==> src/rtl/ora_fail_counter_bank.sv <==
// Session-timed, saturating multi-channel fail counter bank for the LBIST ORA stage.
// Counts per-channel mismatch strobes over a fixed-length session, then holds and grades them.
module ora_fail_counter_bank #(
    parameter int CH       = 4,
    parameter int BITS     = 16,
    parameter int SES_BITS = 16
) (
    input  logic                   clk,
    input  logic                   rst,
    input  logic                   start,
    input  logic [SES_BITS-1:0]    session_len,
    input  logic [CH-1:0]          inc,
    input  logic [BITS-1:0]        thresh,
    input  logic [$clog2(CH)-1:0]  rd_sel,
    output logic [BITS-1:0]        rd_count,
    output logic [CH-1:0]          sat,
    output logic                   busy,
    output logic                   done,
    output logic                   pass
);

    localparam int SEL_W = $clog2(CH);
    localparam logic [BITS-1:0]     CNT_ONE = {{(BITS-1){1'b0}}, 1'b1};
    localparam logic [BITS-1:0]     CNT_MAX = {BITS{1'b1}};
    localparam logic [SES_BITS-1:0] REM_ONE = {{(SES_BITS-1){1'b0}}, 1'b1};
    localparam logic [SES_BITS-1:0] REM_ZERO = {SES_BITS{1'b0}};

    typedef enum logic [1:0] {
        ST_IDLE = 2'd0,
        ST_RUN  = 2'd1,
        ST_DONE = 2'd2
    } state_t;

    state_t              state_r;
    state_t              state_s;
    logic [BITS-1:0]     cnt_r [CH];
    logic [CH-1:0]       sat_r;
    logic [SES_BITS-1:0] rem_r;
    logic                accept_s;
    logic                all_ok_s;
    logic [BITS-1:0]     rd_count_s;

    // Start is only honoured outside a running session.
    assign accept_s = start && (state_r != ST_RUN);

    // Next-state selection; a session ends after the cycle where one cycle remains.
    always_comb begin
        state_s = state_r;
        case (state_r)
            ST_IDLE, ST_DONE: begin
                if (accept_s) begin
                    state_s = (session_len != REM_ZERO) ? ST_RUN : ST_DONE;
                end else begin
                    state_s = state_r;
                end
            end
            ST_RUN: begin
                if (rem_r <= REM_ONE) begin
                    state_s = ST_DONE;
                end else begin
                    state_s = ST_RUN;
                end
            end
            default: state_s = ST_IDLE;
        endcase
    end

    // State, session timer, saturating counters and sticky saturation flags.
    always_ff @(posedge clk) begin
        if (rst) begin
            state_r <= ST_IDLE;
            sat_r   <= {CH{1'b0}};
            rem_r   <= REM_ZERO;
            for (int i = 0; i < CH; i++) begin
                cnt_r[i] <= {BITS{1'b0}};
            end
        end else begin
            state_r <= state_s;
            if (accept_s) begin
                sat_r <= {CH{1'b0}};
                rem_r <= session_len;
                for (int i = 0; i < CH; i++) begin
                    cnt_r[i] <= {BITS{1'b0}};
                end
            end else if (state_r == ST_RUN) begin
                if (rem_r != REM_ZERO) begin
                    rem_r <= rem_r - REM_ONE;
                end
                for (int i = 0; i < CH; i++) begin
                    if (inc[i]) begin
                        if (cnt_r[i] == CNT_MAX) begin
                            sat_r[i] <= 1'b1;
                        end else begin
                            cnt_r[i] <= cnt_r[i] + CNT_ONE;
                        end
                    end
                end
            end
        end
    end

    // Readout mux; selects beyond the last channel read as zero.
    always_comb begin
        rd_count_s = {BITS{1'b0}};
        for (int i = 0; i < CH; i++) begin
            rd_count_s = (rd_sel == SEL_W'(i)) ? cnt_r[i] : rd_count_s;
        end
    end

    // Pass grading against the live threshold.
    always_comb begin
        all_ok_s = 1'b1;
        for (int i = 0; i < CH; i++) begin
            all_ok_s = all_ok_s & (cnt_r[i] <= thresh);
        end
    end

    assign rd_count = rd_count_s;
    assign sat      = sat_r;
    assign busy     = (state_r == ST_RUN);
    assign done     = (state_r == ST_DONE);
    assign pass     = (state_r == ST_DONE) && all_ok_s;

endmodule

==> config.mk <==
export PLATFORM = sky130hd
export DESIGN_NAME = ora_fail_counter_bank
export DESIGN_NICKNAME = d
export VERILOG_FILES = /design/src/rtl/ora_fail_counter_bank.sv
export SDC_FILE = /design/constraint.sdc
export NUM_CORES = 1
export LEC_CHECK = 0
export BUFFER_PORTS_ARGS = -buffer_cell sky130_fd_sc_hd__buf_2
export CAP_MARGIN = 20
export CORE_UTILIZATION = 24
export DETAILED_ROUTE_END_ITERATION = 8
export PLACE_DENSITY = 0.44
export SYNTH_ARGS = -nofsm -noshare
export SYNTH_HDL_FRONTEND = slang
export SYNTH_SLANG_ARGS = --single-unit
export TNS_END_PERCENT = 20
==> constraint.sdc <==
create_clock -name clk -period 3.25 [get_ports clk]
set_clock_uncertainty 0.1 [all_clocks]
set_input_delay 0.1625 -clock clk [delete_from_list [all_inputs] [get_ports clk]]
set_output_delay 0.1625 -clock clk [all_outputs]
set_load 0.01 [all_outputs]
==> flow_metrics.py <==
metrics = {
    "sta": {
        "setup_viol": 0,
        "period_share_pct": 93.25,
        "setup_tns_ns": 0,
        "slew_viol_final": 0,
        "max_freq_mhz": 330.0,
        "finalHoldViolations": 0,
        "holdWs_ns": 0.01833,
        "slew_headroom_pct": 49.05,
        "fin_ws_ns": 0.2193,
        "max_slew.worst_pin.slew_ns": 0.7643,
        "finalCriticalPeriod_ns": 3.031,
        "rsz0062_at_grt": "false",
    },
    "critical_path": {
        "crit_type": "reg -> out",
        "required_ns": 2.99,
        "rrSetupSlack_ns": 0.69,
        "r2r_end": "cnt_r[0][5]$_SDFFCE_PN0P_",
        "r2r-start": "cnt_r[0][0]$_SDFFCE_PN0P_",
        "path_max_fanout": 4,
        "crit_path_top_delay_cell": "edfxtp_1",
        "endpoint_kind": "output pin",
        "r2r_cells": 6,
        "cp.arrival_ns": 2.77,
        "endpoint": "pass",
        "max_stage_delay_ns": 0.46,
        "startpoint": "cnt_r[0][14]$_SDFFCE_PN0P_",
        "crit_chain": "ha_1, a21oi_1, a21boi_0, or3b_2, or4_1, a2bb2oi_1, o311a_1, buf_2",
        "start_kind": "flop",
    },
    "yosys": {
        "ys_async_sr_fraction_pct": 0,
        "yosysUniqueCellTypes": 58,
        "synth_seq_cells": 86,
        "dominantRegCellSynth": "edfxtp_1",
        "synth_top_area_cell": "edfxtp_1",
        "syn_nets": 759,
        "seq_area_frac_synth_pct": 35.97,
        "yosysTopAreaCellShare_pct": 23.54,
        "syn-mean-instance-area_um2": 9.448,
        "yosys_warnings": 0,
        "synthCells": 648,
        "syn_area_um2": 6122,
        "synth.area.top_cells": "edfxtp_1 24%, ha_1 14%, dfxtp_1 12%",
        "synth_edf_count": 48,
    },
    "grt": {
        "antenna_found_initial": 1,
        "grt-ovfl-total": 0,
        "grt_max_degree": 22,
        "grtUsageMet2_pct": 22.06,
        "use_met1_pct": 19.28,
        "gr-usage-met3_pct": 2.758,
        "grt_pass1_wl_mm": 28.14,
        "gr-usage-all-layers_pct": 14.16,
        "grt_pass1_vias": 5082,
        "busiest_layer": "met2",
    },
    "flow_run": {
        "drv_cap": 0,
    },
    "detailed_routing": {
        "vias": 5161,
        "wl_per_cell_um": 16.78,
        "wirelength_mm": 17.75,
        "ant_nets": 0,
        "drc": 0,
        "dr.first_iter.drc_count": 249,
        "viasPerCell": 4.878,
        "first_pass_iters": 5,
    },
    "pwr": {
        "p_per_area_nw_per_um2": 394.1,
        "peakVddDrop_uv": 213.2,
        "p_leak_nw": 2.803,
        "power.total_mw": 2.829,
    },
    "clock_network": {
        "clock_path_buffers": 2,
        "cts_root_buffer": "clkbuf_16",
        "clkLatencyLatePin_ns": 0.35,
        "post-cts-setup-buffer-count": 0,
        "cts.sinks": 86,
        "tritoncts": "built",
        "clk_pin_slew_ns": 0.07,
        "h-tree-depth": 3,
        "numCtsBuffers": 9,
    },
    "cells_and_area": {
        "area_growth_pct": 17.27,
        "layout.nets": 833,
        "layout_commonest_cell": "nor2_1",
        "final_cells": 1058,
        "final_cell_mix": "107 x nor2_1, 70 x ha_1, 63 x buf_2",
        "drive_above_1_share_pct": 15.27,
    },
    "place": {
        "dpl.hpwl_mm": 13.98,
        "placed_cells": 1034,
        "port_buffers": 63,
        "gp_congestion": 0.8290,
        "place_ws_ns": 0.5945,
    },
    "die": {
        "rows": 58,
        "num_io_pins": 64,
        "die_w_um": 161.7,
        "start_util_pct": 24.38,
        "die_h_um": 161.7,
        "coreArea_um2": 25110,
        "die-area_um2": 26150,
    },
    "min_path": {
        "hold_class": "in -> reg",
    },
    "status": {
        "run_status": "finished, final reports clean",
    },
}
[layout make-up]
cell class	instances	area, um2
Multi-Input combinational cell	520	3759
Inverter	28	105.1
Clock buffer	11	232.7
Tap cell	330	412.9
Antenna cell	1	2.502
Clock inverter	5	27.53
Fill cell	2726	17930
Timing Repair Buffer	77	437.9
Sequential cell	86	2202
[critical path: cells and delay by family, from the launching register on]
| family | cells | cell delay (ns) |
|---|---|---|
| compound gates | 4 | 0.63 |
| flops | 1 | 0.46 |
| fa+ha+maj | 1 | 0.35 |
| buf+inv | 1 | 0.14 |
| simple gates | 2 | 0.85 |
[per-layer routing]
metal,vias up,routed length (um)
li1,2553,-
met1,2461,8473
met2,124,7962
met3,23,849
met4,0,463
met5,-,0
[kinds of logic (layout without fill, tap and decap cells)]
| kind of cell | Yosys count | after routing | synth area share, % |
|---|---|---|---|
| XOR/XNOR | 59 | 59 | 8.441 |
| adder cells (fa/ha/maj) | 70 | 70 | 14.31 |
| other | 0 | 1 | 0 |
| multiplexers | 19 | 19 | 6.397 |
| AO/OA/AOI/OAI | 95 | 95 | 10.12 |
| buffers and inverters | 42 | 121 | 2.636 |
| AND/OR/NAND/NOR | 277 | 277 | 22.13 |
| flip-flops | 86 | 86 | 35.97 |
[power breakdown]
part,switching (mW),internal (mW),total (mW)
Combinational,0.301,0.227,0.528
Clock,0.451,0.514,0.965
Sequential,0.112,1.22,1.34
Total,0.863,1.97,2.83
[flip-flops by register name, indices dropped and copies added, names as in the netlist]
name     count
rem_r       16
sat          4
state_r      2
cnt_r       64
[per-stage QoR]
stage	utilization, %	area, um2
final	28.59	7179
after floorplan	-	6122
after detailed placement	27.27	6847
after CTS	28.58	7177
after global placement	27.27	6847
after global routing	28.58	7177
[synth_stat cells (4+ instances only)]
library cell / number
a211oi_1: 10
a21oi_1: 37
a31oi_1: 6
and3_1: 7
and4_1: 4
clkbuf_1: 10
dfxtp_1: 38
edfxtp_1: 48
ha_1: 70
inv_1: 28
mux4_2: 16
nand2_1: 46
nand3_1: 34
nand4_1: 32
nor2_1: 107
nor2b_1: 8
nor3_1: 7
nor4_1: 8
o211ai_1: 7
o21a_1: 4
o21ai_0: 7
or3_1: 5
xnor2_1: 19
xor2_1: 40
[worst min path at each step]
stage | startpoint | to | slack, ns | cells after the start
after floorplan | session_len[7] | rem_r[7]$_SDFFE_PP0P_ | 0.20 | 2
after global placement | session_len[7] | rem_r[7]$_SDFFE_PP0P_ | 0.34 | 3
after detailed placement | session_len[12] | rem_r[12]$_SDFFE_PP0P_ | 0.34 | 3
after CTS | session_len[6] | rem_r[6]$_SDFFE_PP0P_ | 0.005 | 3
after global routing | session_len[4] | rem_r[4]$_SDFFE_PP0P_ | 0.02 | 3
final | session_len[6] | rem_r[6]$_SDFFE_PP0P_ | 0.02 | 3
[repair_timing]
action | CTS | global route
hold buffers | 7 | 0
resized for setup | 0 | 0
hold endpoints to repair | 7 | 0
Power figures use the tool's default switching activity.
